## src/rtl/csi_rx_pkg.sv

```systemverilog
// Shared CSI-2 receive definitions: data-type codes, packet handler states
// and the 6-bit header ECC used by the optional header check.
package csi_rx_pkg;

    localparam logic [5:0] DT_FS       = 6'h00;
    localparam logic [5:0] DT_FE       = 6'h01;
    localparam logic [5:0] DT_LS       = 6'h02;
    localparam logic [5:0] DT_LE       = 6'h03;
    localparam logic [5:0] DT_RAW8     = 6'h2A;
    localparam logic [5:0] DT_RAW10    = 6'h2B;
    localparam logic [5:0] DT_RAW12    = 6'h2C;
    localparam logic [5:0] LONG_DT_MIN = 6'h10;

    typedef enum logic [2:0] {
        ST_IDLE,
        ST_HDR,
        ST_PAYLOAD,
        ST_DONE,
        ST_WAIT_LP
    } state_t;

    // CSI-2 Hamming parity over the 24 header bits (VC/DT, word count).
    function automatic logic [5:0] csi_hdr_ecc(input logic [23:0] d);
        logic [5:0] p;
        p[0] = d[0] ^ d[1] ^ d[2] ^ d[4] ^ d[5] ^ d[7] ^ d[10] ^ d[11] ^ d[13]
             ^ d[16] ^ d[20] ^ d[21] ^ d[22] ^ d[23];
        p[1] = d[0] ^ d[1] ^ d[3] ^ d[4] ^ d[6] ^ d[8] ^ d[10] ^ d[12] ^ d[14]
             ^ d[17] ^ d[20] ^ d[21] ^ d[22] ^ d[23];
        p[2] = d[0] ^ d[2] ^ d[3] ^ d[5] ^ d[6] ^ d[9] ^ d[11] ^ d[12] ^ d[15]
             ^ d[18] ^ d[20] ^ d[21] ^ d[22];
        p[3] = d[1] ^ d[2] ^ d[3] ^ d[7] ^ d[8] ^ d[9] ^ d[13] ^ d[14] ^ d[15]
             ^ d[19] ^ d[20] ^ d[21] ^ d[23];
        p[4] = d[4] ^ d[5] ^ d[6] ^ d[7] ^ d[8] ^ d[9] ^ d[16] ^ d[17] ^ d[18]
             ^ d[19] ^ d[20] ^ d[22] ^ d[23];
        p[5] = d[10] ^ d[11] ^ d[12] ^ d[13] ^ d[14] ^ d[15] ^ d[16] ^ d[17]
             ^ d[18] ^ d[19] ^ d[21] ^ d[22] ^ d[23];
        return p;
    endfunction

endpackage

```

## src/rtl/csi_rx_hdr_ecc.sv

```systemverilog
// Header ECC checker: computes the expected ECC of the incoming header word and
// registers the match flag alongside the latched header.
module csi_rx_hdr_ecc
    import csi_rx_pkg::*;
(
    input  logic        clock,
    input  logic        areset,
    input  logic [29:0] hdr,
    input  logic        load,
    output logic        match
);

    logic [5:0] ecc_calc;

    always_comb begin
        ecc_calc = csi_hdr_ecc(hdr[23:0]);
    end

    always_ff @(posedge clock or posedge areset) begin
        if (areset) begin
            match <= 1'b0;
        end else if (load) begin
            match <= (ecc_calc == hdr[29:24]);
        end
    end

endmodule

```

## src/rtl/csi_rx_vc_packet_handler.sv

```systemverilog
// Multi-VC CSI-2 packet handler: header parse, per-VC frame/line tracking,
// payload forwarding with CRC stripping. Optional header ECC via CSI_RX_HDR_ECC_EN.
module csi_rx_vc_packet_handler
    import csi_rx_pkg::*;
#(
    parameter int unsigned NUM_VC       = 4,
    parameter logic [3:0]  VC_MASK      = 4'b1111,
    parameter logic [5:0]  FS_DT        = 6'h00,
    parameter logic [5:0]  FE_DT        = 6'h01,
    parameter logic [5:0]  VIDEO_DT     = 6'h2A,
    parameter logic        FWD_ALL_LONG = 1'b0,
    parameter logic [15:0] MAX_LEN      = 16'd8192
) (
    input  logic              clock,
    input  logic              areset,
    input  logic [31:0]       data,
    input  logic              data_enable,
    input  logic              data_frame,
    input  logic              lp_detect,
    output logic              sync_wait,
    output logic              packet_done,
    output logic [31:0]       payload,
    output logic              payload_enable,
    output logic              payload_frame,
    output logic [1:0]        payload_vc,
    output logic [5:0]        payload_dt,
    output logic [2:0]        payload_bytes,
    output logic [NUM_VC-1:0] vsync,
    output logic [NUM_VC-1:0] in_frame,
    output logic [NUM_VC-1:0] in_line,
    output logic [15:0]       hdr_err_count
);

    state_t state, state_next;

    logic [1:0]  hdr_vc;
    logic [5:0]  hdr_dt;
    logic [15:0] hdr_wc;
    logic [16:0] rem_q, consumed_q;
    logic [15:0] words_q;

    logic        hdr_load, is_long, vc_ok, accepted, ecc_bad, fwd, in_body, take, emit, timeout;
    logic        short_upd, err_inc, line_clear;
    logic [16:0] rem_cur, rem_next, consumed_cur, consumed_next, left;
    logic [15:0] words_cur, words_next;
    logic [2:0]  bytes;
    logic [NUM_VC-1:0] vc_sel;

    assign hdr_load = (state == ST_IDLE) && data_enable && data_frame;
    assign is_long  = (hdr_dt >= LONG_DT_MIN);
    assign vc_ok    = ({30'd0, hdr_vc} < NUM_VC);
    assign accepted = vc_ok && VC_MASK[hdr_vc];
    assign vc_sel   = NUM_VC'(4'b0001 << hdr_vc);

`ifdef CSI_RX_HDR_ECC_EN
    logic ecc_match;

    csi_rx_hdr_ecc u_hdr_ecc (
        .clock  (clock),
        .areset (areset),
        .hdr    (data[29:0]),
        .load   (hdr_load),
        .match  (ecc_match)
    );

    assign ecc_bad = !ecc_match;
`else
    assign ecc_bad = 1'b0;
`endif

    assign fwd = accepted && !ecc_bad && is_long && (FWD_ALL_LONG || hdr_dt == VIDEO_DT);

    // The word arriving during HDR is already the first body word, so HDR seeds
    // the counters directly instead of spending a cycle loading them.
    always_comb begin
        in_body       = (state == ST_PAYLOAD) || (state == ST_HDR && is_long && !ecc_bad);
        rem_cur       = (state == ST_HDR) ? {1'b0, hdr_wc} + 17'd2 : rem_q;
        consumed_cur  = (state == ST_HDR) ? '0 : consumed_q;
        words_cur     = (state == ST_HDR) ? '0 : words_q;
        take          = in_body && data_enable && data_frame && !lp_detect;
        rem_next      = rem_cur;
        consumed_next = consumed_cur;
        words_next    = words_cur;
        if (take) begin
            rem_next      = (rem_cur > 17'd4) ? rem_cur - 17'd4 : '0;
            consumed_next = consumed_cur + 17'd4;
            words_next    = words_cur + 16'd1;
        end
        left    = {1'b0, hdr_wc} - consumed_cur;
        bytes   = (left >= 17'd4) ? 3'd4 : left[2:0];
        emit    = take && fwd && (consumed_cur < {1'b0, hdr_wc});
        timeout = take && (words_next >= MAX_LEN);
    end

    assign short_upd  = (state == ST_HDR) && !lp_detect && !is_long && accepted && !ecc_bad;
    assign err_inc    = (state == ST_HDR) && !lp_detect && (ecc_bad || !vc_ok);
    assign line_clear = (state == ST_DONE) || (state != ST_IDLE && lp_detect);

    always_ff @(posedge clock or posedge areset) begin
        if (areset) begin
            state <= ST_IDLE;
        end else begin
            state <= state_next;
        end
    end

    always_comb begin
        state_next  = state;
        sync_wait   = 1'b0;
        packet_done = 1'b0;
        case (state)
            ST_IDLE: begin
                sync_wait = 1'b1;
                if (hdr_load) state_next = ST_HDR;
            end
            ST_HDR, ST_PAYLOAD: begin
                if (lp_detect)                              state_next = ST_IDLE;
                else if (!in_body)                          state_next = ST_DONE;
                else if (!data_frame)                       state_next = ST_DONE;
                else if (take && (rem_next == '0 || timeout)) state_next = ST_DONE;
                else                                        state_next = ST_PAYLOAD;
            end
            ST_DONE: begin
                packet_done = 1'b1;
                state_next  = lp_detect ? ST_IDLE : ST_WAIT_LP;
            end
            ST_WAIT_LP: begin
                sync_wait = 1'b1;
                if (lp_detect) state_next = ST_IDLE;
            end
            default: state_next = ST_IDLE;
        endcase
    end

    always_ff @(posedge clock or posedge areset) begin
        if (areset) begin
            hdr_vc         <= '0;
            hdr_dt         <= '0;
            hdr_wc         <= '0;
            rem_q          <= '0;
            consumed_q     <= '0;
            words_q        <= '0;
            payload        <= '0;
            payload_enable <= 1'b0;
            payload_frame  <= 1'b0;
            payload_vc     <= '0;
            payload_dt     <= '0;
            payload_bytes  <= '0;
            vsync          <= '0;
            in_frame       <= '0;
            in_line        <= '0;
            hdr_err_count  <= '0;
        end else begin
            rem_q          <= rem_next;
            consumed_q     <= consumed_next;
            words_q        <= words_next;
            payload_enable <= emit;
            // Frame stays open across idle gaps until the last payload byte is out.
            payload_frame  <= emit || (payload_frame && state_next == ST_PAYLOAD
                                       && consumed_next < {1'b0, hdr_wc});
            vsync          <= '0;
            if (hdr_load) begin
                hdr_vc <= data[7:6];
                hdr_dt <= data[5:0];
                hdr_wc <= data[23:8];
            end
            if (emit) begin
                payload       <= data;
                payload_vc    <= hdr_vc;
                payload_dt    <= hdr_dt;
                payload_bytes <= bytes;
            end
            if (err_inc && hdr_err_count != '1) hdr_err_count <= hdr_err_count + 16'd1;
            if (short_upd && hdr_dt == FS_DT) begin
                vsync    <= vc_sel;
                in_frame <= in_frame | vc_sel;
            end
            if (short_upd && hdr_dt == FE_DT) begin
                in_frame <= in_frame & ~vc_sel;
                in_line  <= in_line & ~vc_sel;
            end
            if (emit && hdr_dt == VIDEO_DT) in_line <= in_line | vc_sel;
            if (line_clear) in_line <= '0;
        end
    end

endmodule

```

## config.mk

```make
export PLATFORM = sky130hd
export DESIGN_NAME = csi_rx_vc_packet_handler
export DESIGN_NICKNAME = d
export VERILOG_FILES = /design/src/rtl/csi_rx_pkg.sv /design/src/rtl/csi_rx_hdr_ecc.sv /design/src/rtl/csi_rx_vc_packet_handler.sv
export SDC_FILE = /design/constraint.sdc
export NUM_CORES = 1
export LEC_CHECK = 0
export CORE_UTILIZATION = 35
export DETAILED_ROUTE_END_ITERATION = 12
export DONT_BUFFER_PORTS = 1
export PLACE_DENSITY_LB_ADDON = 0.12
export SLEW_MARGIN = 20
export SYNTH_ARGS = -nofsm -noshare
export SYNTH_HDL_FRONTEND = slang
export SYNTH_SLANG_ARGS = --single-unit
```

## constraint.sdc

```tcl
create_clock -name clock -period 4.5 [get_ports clock]
set_input_delay 0.45 -clock clock [delete_from_list [all_inputs] [get_ports clock]]
set_output_delay 0.45 -clock clock [all_outputs]
set_load 0.02 [all_outputs]
```

# Yosys cells after proc, flatten, opt, wreduce, memory -nomap -nowiden
# Index checks and enable logic that the tools add are counted.
# Widths: inputs -> output; s select.
# word_totals
ff_bits,134
input_bits,37
output_inout_bits,75
# classes
addsub,5
n_lt_le_gt_ge,7
eq_ne,7
shift,1
mux,26
bitwise,5
n_reduce_logical,35
# op_table
cell,n
$mux 17,5
$lt 17x16->1,2
$mux 16,2
$mux 4,6
$logic_and 1x1->1,21
$add 16x2->17 const B,1
$add 17x3->17 const B,1
$ge 17x3->1 const B,1
$gt 17x3->1 const B,1
$logic_not 17->1,1
$sub 16x17->17,1
$sub 17x3->17 const B,1
$add 16x1->16 const B,1
$ge 16x14->1 const B,1
$mux 3,4
$pmux 3 s4,1
$eq 3x2->1 const B,3
$and 4x4->4,2
$or 4x4->4,2
$eq 6x1->1 const B,1
$eq 6x6->1 const B,1
$ge 6x5->1 const B,1
$logic_not 6->1,1
$mux 1,6
13 further kinds,19

# Logic depth before layout (Yosys ltp)
# logic_depth
word_depth,20
ltp_mapped,22
ltp_nobuf,16

# Least setup slack after synthesis
# No wires, ideal clock.
# synth_path
kind,flip-flop to flip-flop
from,reg state[2]
to,reg payload_dt[1]
arrival_ns,4.251
required_ns,4.373
setup_slack_ns,0.122
stages_incl_launch_ff,21
path_buffers,8
period_less_slack_ns,4.378
path_cell_list,dfrtp_1 > buf_2 > or3b_1 > buf_2 > buf_2 > buf_1 > clkbuf_1 > buf_1 > nand2_1 > inv_1 > ha_1 > nor2b_1 > o21a_1 > o21ai_0 > a21oi_1 > o31ai_1 > o31ai_1 > o31a_1 > buf_2 > clkbuf_1 > or2_2
# synth_between
word_cells_on_any_way,11
classes_between,1 x order compare; 2 x eq/ne; 1 x mux; 7 x reduce/logical
# synth_lines
element,line_no,source
"start, declared",csi_rx_vc_packet_handler.sv:34,"state_t state, state_next;"
"start signal, assigned",csi_rx_vc_packet_handler.sv:103,state <= state_next;
$eq 3x1->1,csi_rx_vc_packet_handler.sv:78,consumed_cur = (state == ST_HDR) ? '0 : consumed_q;
$mux 17,csi_rx_vc_packet_handler.sv:78,
via consumed_cur[1],csi_rx_vc_packet_handler.sv:44,"logic [16:0] rem_cur, rem_next, consumed_cur, consumed_next, left;"
$lt 17x16->1,csi_rx_vc_packet_handler.sv:91,"emit = take && fwd && (consumed_cur < {1'b0, hdr_wc});"
$logic_and 1x1->1,csi_rx_vc_packet_handler.sv:91,
via emit,csi_rx_vc_packet_handler.sv:42,"logic hdr_load, is_long, vc_ok, accepted, ecc_bad, fwd, in_body, take, emit, timeout;"
"end signal, assigned",csi_rx_vc_packet_handler.sv:170,payload_dt <= hdr_dt;
"end, declared",csi_rx_vc_packet_handler.sv:26,"output logic [5:0] payload_dt,"
# The timed path passes the listed nets, and every way through them passes these cells.
# A chain may end at the register's enable or synchronous reset.

# Worst setup path in the final report
# layout_path
from,reg state[2]
to,reg payload_frame
# layout_between
elab_chain_cells,20
word_cells_on_any_way,44
classes_between,3 x add/sub; 4 x order compare; 5 x eq/ne; 14 x mux; 18 x reduce/logical
# layout_rtl
element,line_no,source
branches (longest 15 deep; another with $add 16x1->16),--,
$pmux 3 s4 *,csi_rx_vc_packet_handler.sv:111,case (state)
via state_next[0],csi_rx_vc_packet_handler.sv:34,
$eq 3x2->1 *,csi_rx_vc_packet_handler.sv:159,payload_frame <= emit || (payload_frame && state_next == ST_PAYLOAD
$logic_and 1x1->1 *,csi_rx_vc_packet_handler.sv:159,
$logic_and 1x1->1 *,csi_rx_vc_packet_handler.sv:160,"&& consumed_next < {1'b0, hdr_wc});"
$logic_or 1x1->1 *,csi_rx_vc_packet_handler.sv:159,
"end signal, assigned",csi_rx_vc_packet_handler.sv:159,
"end, declared",csi_rx_vc_packet_handler.sv:24,"output logic payload_frame,"
# Mark *: on every way through the listed nets, which the timed path passes.

==> reports/qor.yml <==
critical_path:
  cpPeakStageDelay_ps: 640
  crit_family: "compound AO/OA/AOI/OAI gates"
  critPathBufInv: 1
  critical-path-slowest-cell: "o41ai_2"
  crit_fanout: 33
  cp.required_ps: 4790
  path_cells: "or3b_1 > buf_4 > a21oi_1 > ha_1 > a22oi_1 > o32ai_4 > nand4_4 > o32ai_1 > o2111ai_1 > o41ai_2 > o21bai_1"
  cp-end-kind: "flop"
  startpoint_type: "flop"
  cp.arrival_ps: 4350
  critPathKind: "flop to flop"
clocking:
  htreeDepth: 4
  ctsHoldBuffers: 0
  cts_sinks: 134
  clk_pin_slew_ps: 70
  clk_latency_ps: 430
  cts_buffers: 17
  root_buffer: "clkbuf_16"
  cts_setup_buffers: 0
  cts_tree: "built"
  clock_path_buffers: 2
  cts-resized-gates: 0
logic_synthesis:
  yosys_warnings: 0
  ys_seq_area_frac: 0.431
  ys_seq_elements: 134
  synth-async-reset-ratio: 1.00
  synthDistinctLibCells: 73
  synth_cells: 827
  ys.flop_type: "dfrtp_1"
  synth_edf_count: 0
  synth_area_per_cell_sq_um: 9.40
  syn_area_sq_um: 7780
route:
  drtAntennaViolNets: 0
  route.detailed.drc: 0
  drt_first_pass_iters: 5
  drt_iter0_drc: 326
  vias_per_cell: 5.43
  via_count: 6090
  routedWlPerCell_microns: 18.2
  finalWirelength_mm: 20.4
grt:
  grtUsageMet3: 0.0361
  grt_max_degree: 97
  use_met1: 0.256
  grt_pass1_vias: 5966
  use_met2: 0.296
  grt_overflow: 0
  busiest_layer: "met2"
  antenna_found_initial: 0
  grt_first_pass_wirelength_mm: 32.6
  grt_use_total: 0.187
floorplanning:
  chipHeight_microns: 151
  die_x_microns: 151
  die-area_sq_um: 22800
  io-pin-count: 112
  initial_core_util: 0.356
  row_count: 54
  core_area_sq_um: 21800
status:
  status: "complete, no violations"
final_layout:
  nets: 904
  syn_to_final_growth_pct: 11.5
  drive_gt1_frac: 0.122
  antenna_cells: 0
  seq_area_sq_um: 3350
  post-route-util: 0.397
  multi_input_area_sq_um: 4110
  fillers: 2176
timing:
  fmax_mhz: 246
  setup_violations: 0
  rsz0062_at_grt: "no"
  drv_slew: 0
  worst_pin_slew_ps: 901
  slew_headroom: 0.400
  period_share: 0.902
  skew_ps: 18.5
  post-route-min-period_ps: 4060
  layout_setup_ws_ps: 439
  hold_viol_final: 0
  tns_ps: 0
pwr:
  power_density_nw_per_um2: 634
  leakage_nw: 3.86
  ir_drop_mv: 0.269
placed_design:
  dp_hpwl_mm: 15.1
  dp_slack_ps: 274
  numPortBuffers: 0
  place_congestion: 0.909
flow_run:
  drv_cap: 0
hold_path:
  min_path_type: "input port to asynchronous set/reset pin"
[kinds of logic (layout without fill, tap and decap cells)]
logic type | count (synthesis) | after routing | share of synthesized area
simple gates | 322 | 322 | 0.209
compound gates | 159 | 159 | 0.135
flops | 134 | 134 | 0.431
buf+inv | 84 | 84 | 0.0495
xor+xnor | 49 | 49 | 0.0552
mux | 40 | 40 | 0.0571
fa+ha+maj | 38 | 38 | 0.0621
other cells | 1 | 16 | 0.000482
[path summary, 6_finish.rpt]
path                               start                    endpoint  slack [ps]  cells after the start
max                             state[2]               payload_frame         440                     11
max in group asynchronous         areset  asynchronous set/reset pin        3390                      2
min reg2reg                consumed_q[0]               consumed_q[0]         510                      2
max reg2reg                     state[2]               payload_frame         440                     11
min                               areset                 payload[19]          70                      1
min in group clock             lp_detect                    state[2]          90                      1
[final cells by class]
type	instances	area share
clock inverter	15	0.0211
clock buffer	17	0.0491
inverter	39	0.0175
tap	280	0.0404
sequential	134	0.387
multi-input combinational	624	0.474
timing repair buffer	13	0.0113
[sequential cells by signal, summed over array words and instances (netlist names), named ones only]
name and count:
payload 32, consumed_q 17, rem_q 17, hdr_wc 16, words_q 16, hdr_dt 6
payload_dt 6, in_line 4, vsync 4, payload_bytes 3, state 3, hdr_vc 2
payload_vc 2, payload_enable 1, payload_frame 1
[worst register-to-register path, delay by kind of cell (launching register included)]
family | cells | cell delay, ps
adder cells (fa/ha/maj) | 1 | 220
AO/OA/AOI/OAI | 7 | 2140
buffers and inverters | 1 | 330
flip-flops | 1 | 490
AND/OR/NAND/NOR | 2 | 750
[Yosys cell counts (all sizes together), types with 10 or more instances]
| library cell | number | area [sq um] |
|---|---|---|
| clkbuf | 17 | 63.8 |
| ha | 37 | 463 |
| nand2 | 111 | 419 |
| nand3 | 22 | 110 |
| o31ai | 10 | 75.1 |
| mux2 | 35 | 394 |
| nand4 | 26 | 184 |
| xnor2 | 28 | 245 |
| a21oi | 32 | 164 |
| inv | 38 | 143 |
| nor3 | 21 | 105 |
| nor2b | 10 | 62.6 |
| dfrtp | 134 | 3350 |
| buf | 28 | 175 |
| o21ai | 55 | 275 |
| nor2 | 62 | 233 |
| xor2 | 21 | 184 |
[metrics by stage]
stage	power [mW]	instances	hold WS, ps	area [sq um]
global placement	4.03	1090	482	8050
detailed placement	4.04	1090	496	8050
floorplan	3.40	842	453	7830
finish	5.50	1122	70.0	8670
CTS	5.53	1122	71.7	8660
global route	5.90	1122	67.6	8670
[layer usage]
layer  vias up  wire length (microns)  share of wire
met5         -                      0              0
met4         0                    286          0.014
met3        19                    654          0.032
met2       115                   9900           0.48
met1      3049                   9600           0.47
li1       2907                      -              -
[power breakdown]
part           internal [mW]  total [mW]  leakage (nW)  switching [mW]
Sequential              1.42        1.74          1.79           0.318
Clock                  0.843        1.46         0.296           0.617
Combinational          0.836        2.30          1.78            1.46
Total                   3.10        5.50          3.86            2.40
[cells in the final DEF, fill, tap and decap left out, types with 16 or more instances in the layout]
cell	netlist	layout
nand3_1	22	22
nand2_1	110	110
nor2_1	62	62
inv_1	38	37
clkbuf_16	0	17
nand4_1	24	24
mux2_2	35	35
dfrtp_1	134	134
nor3_1	21	21
xnor2_1	28	28
xor2_1	21	21
conb_1	1	16
o21ai_0	52	52
ha_1	37	37
a21oi_1	31	31
Power figures use the tool's default switching activity.
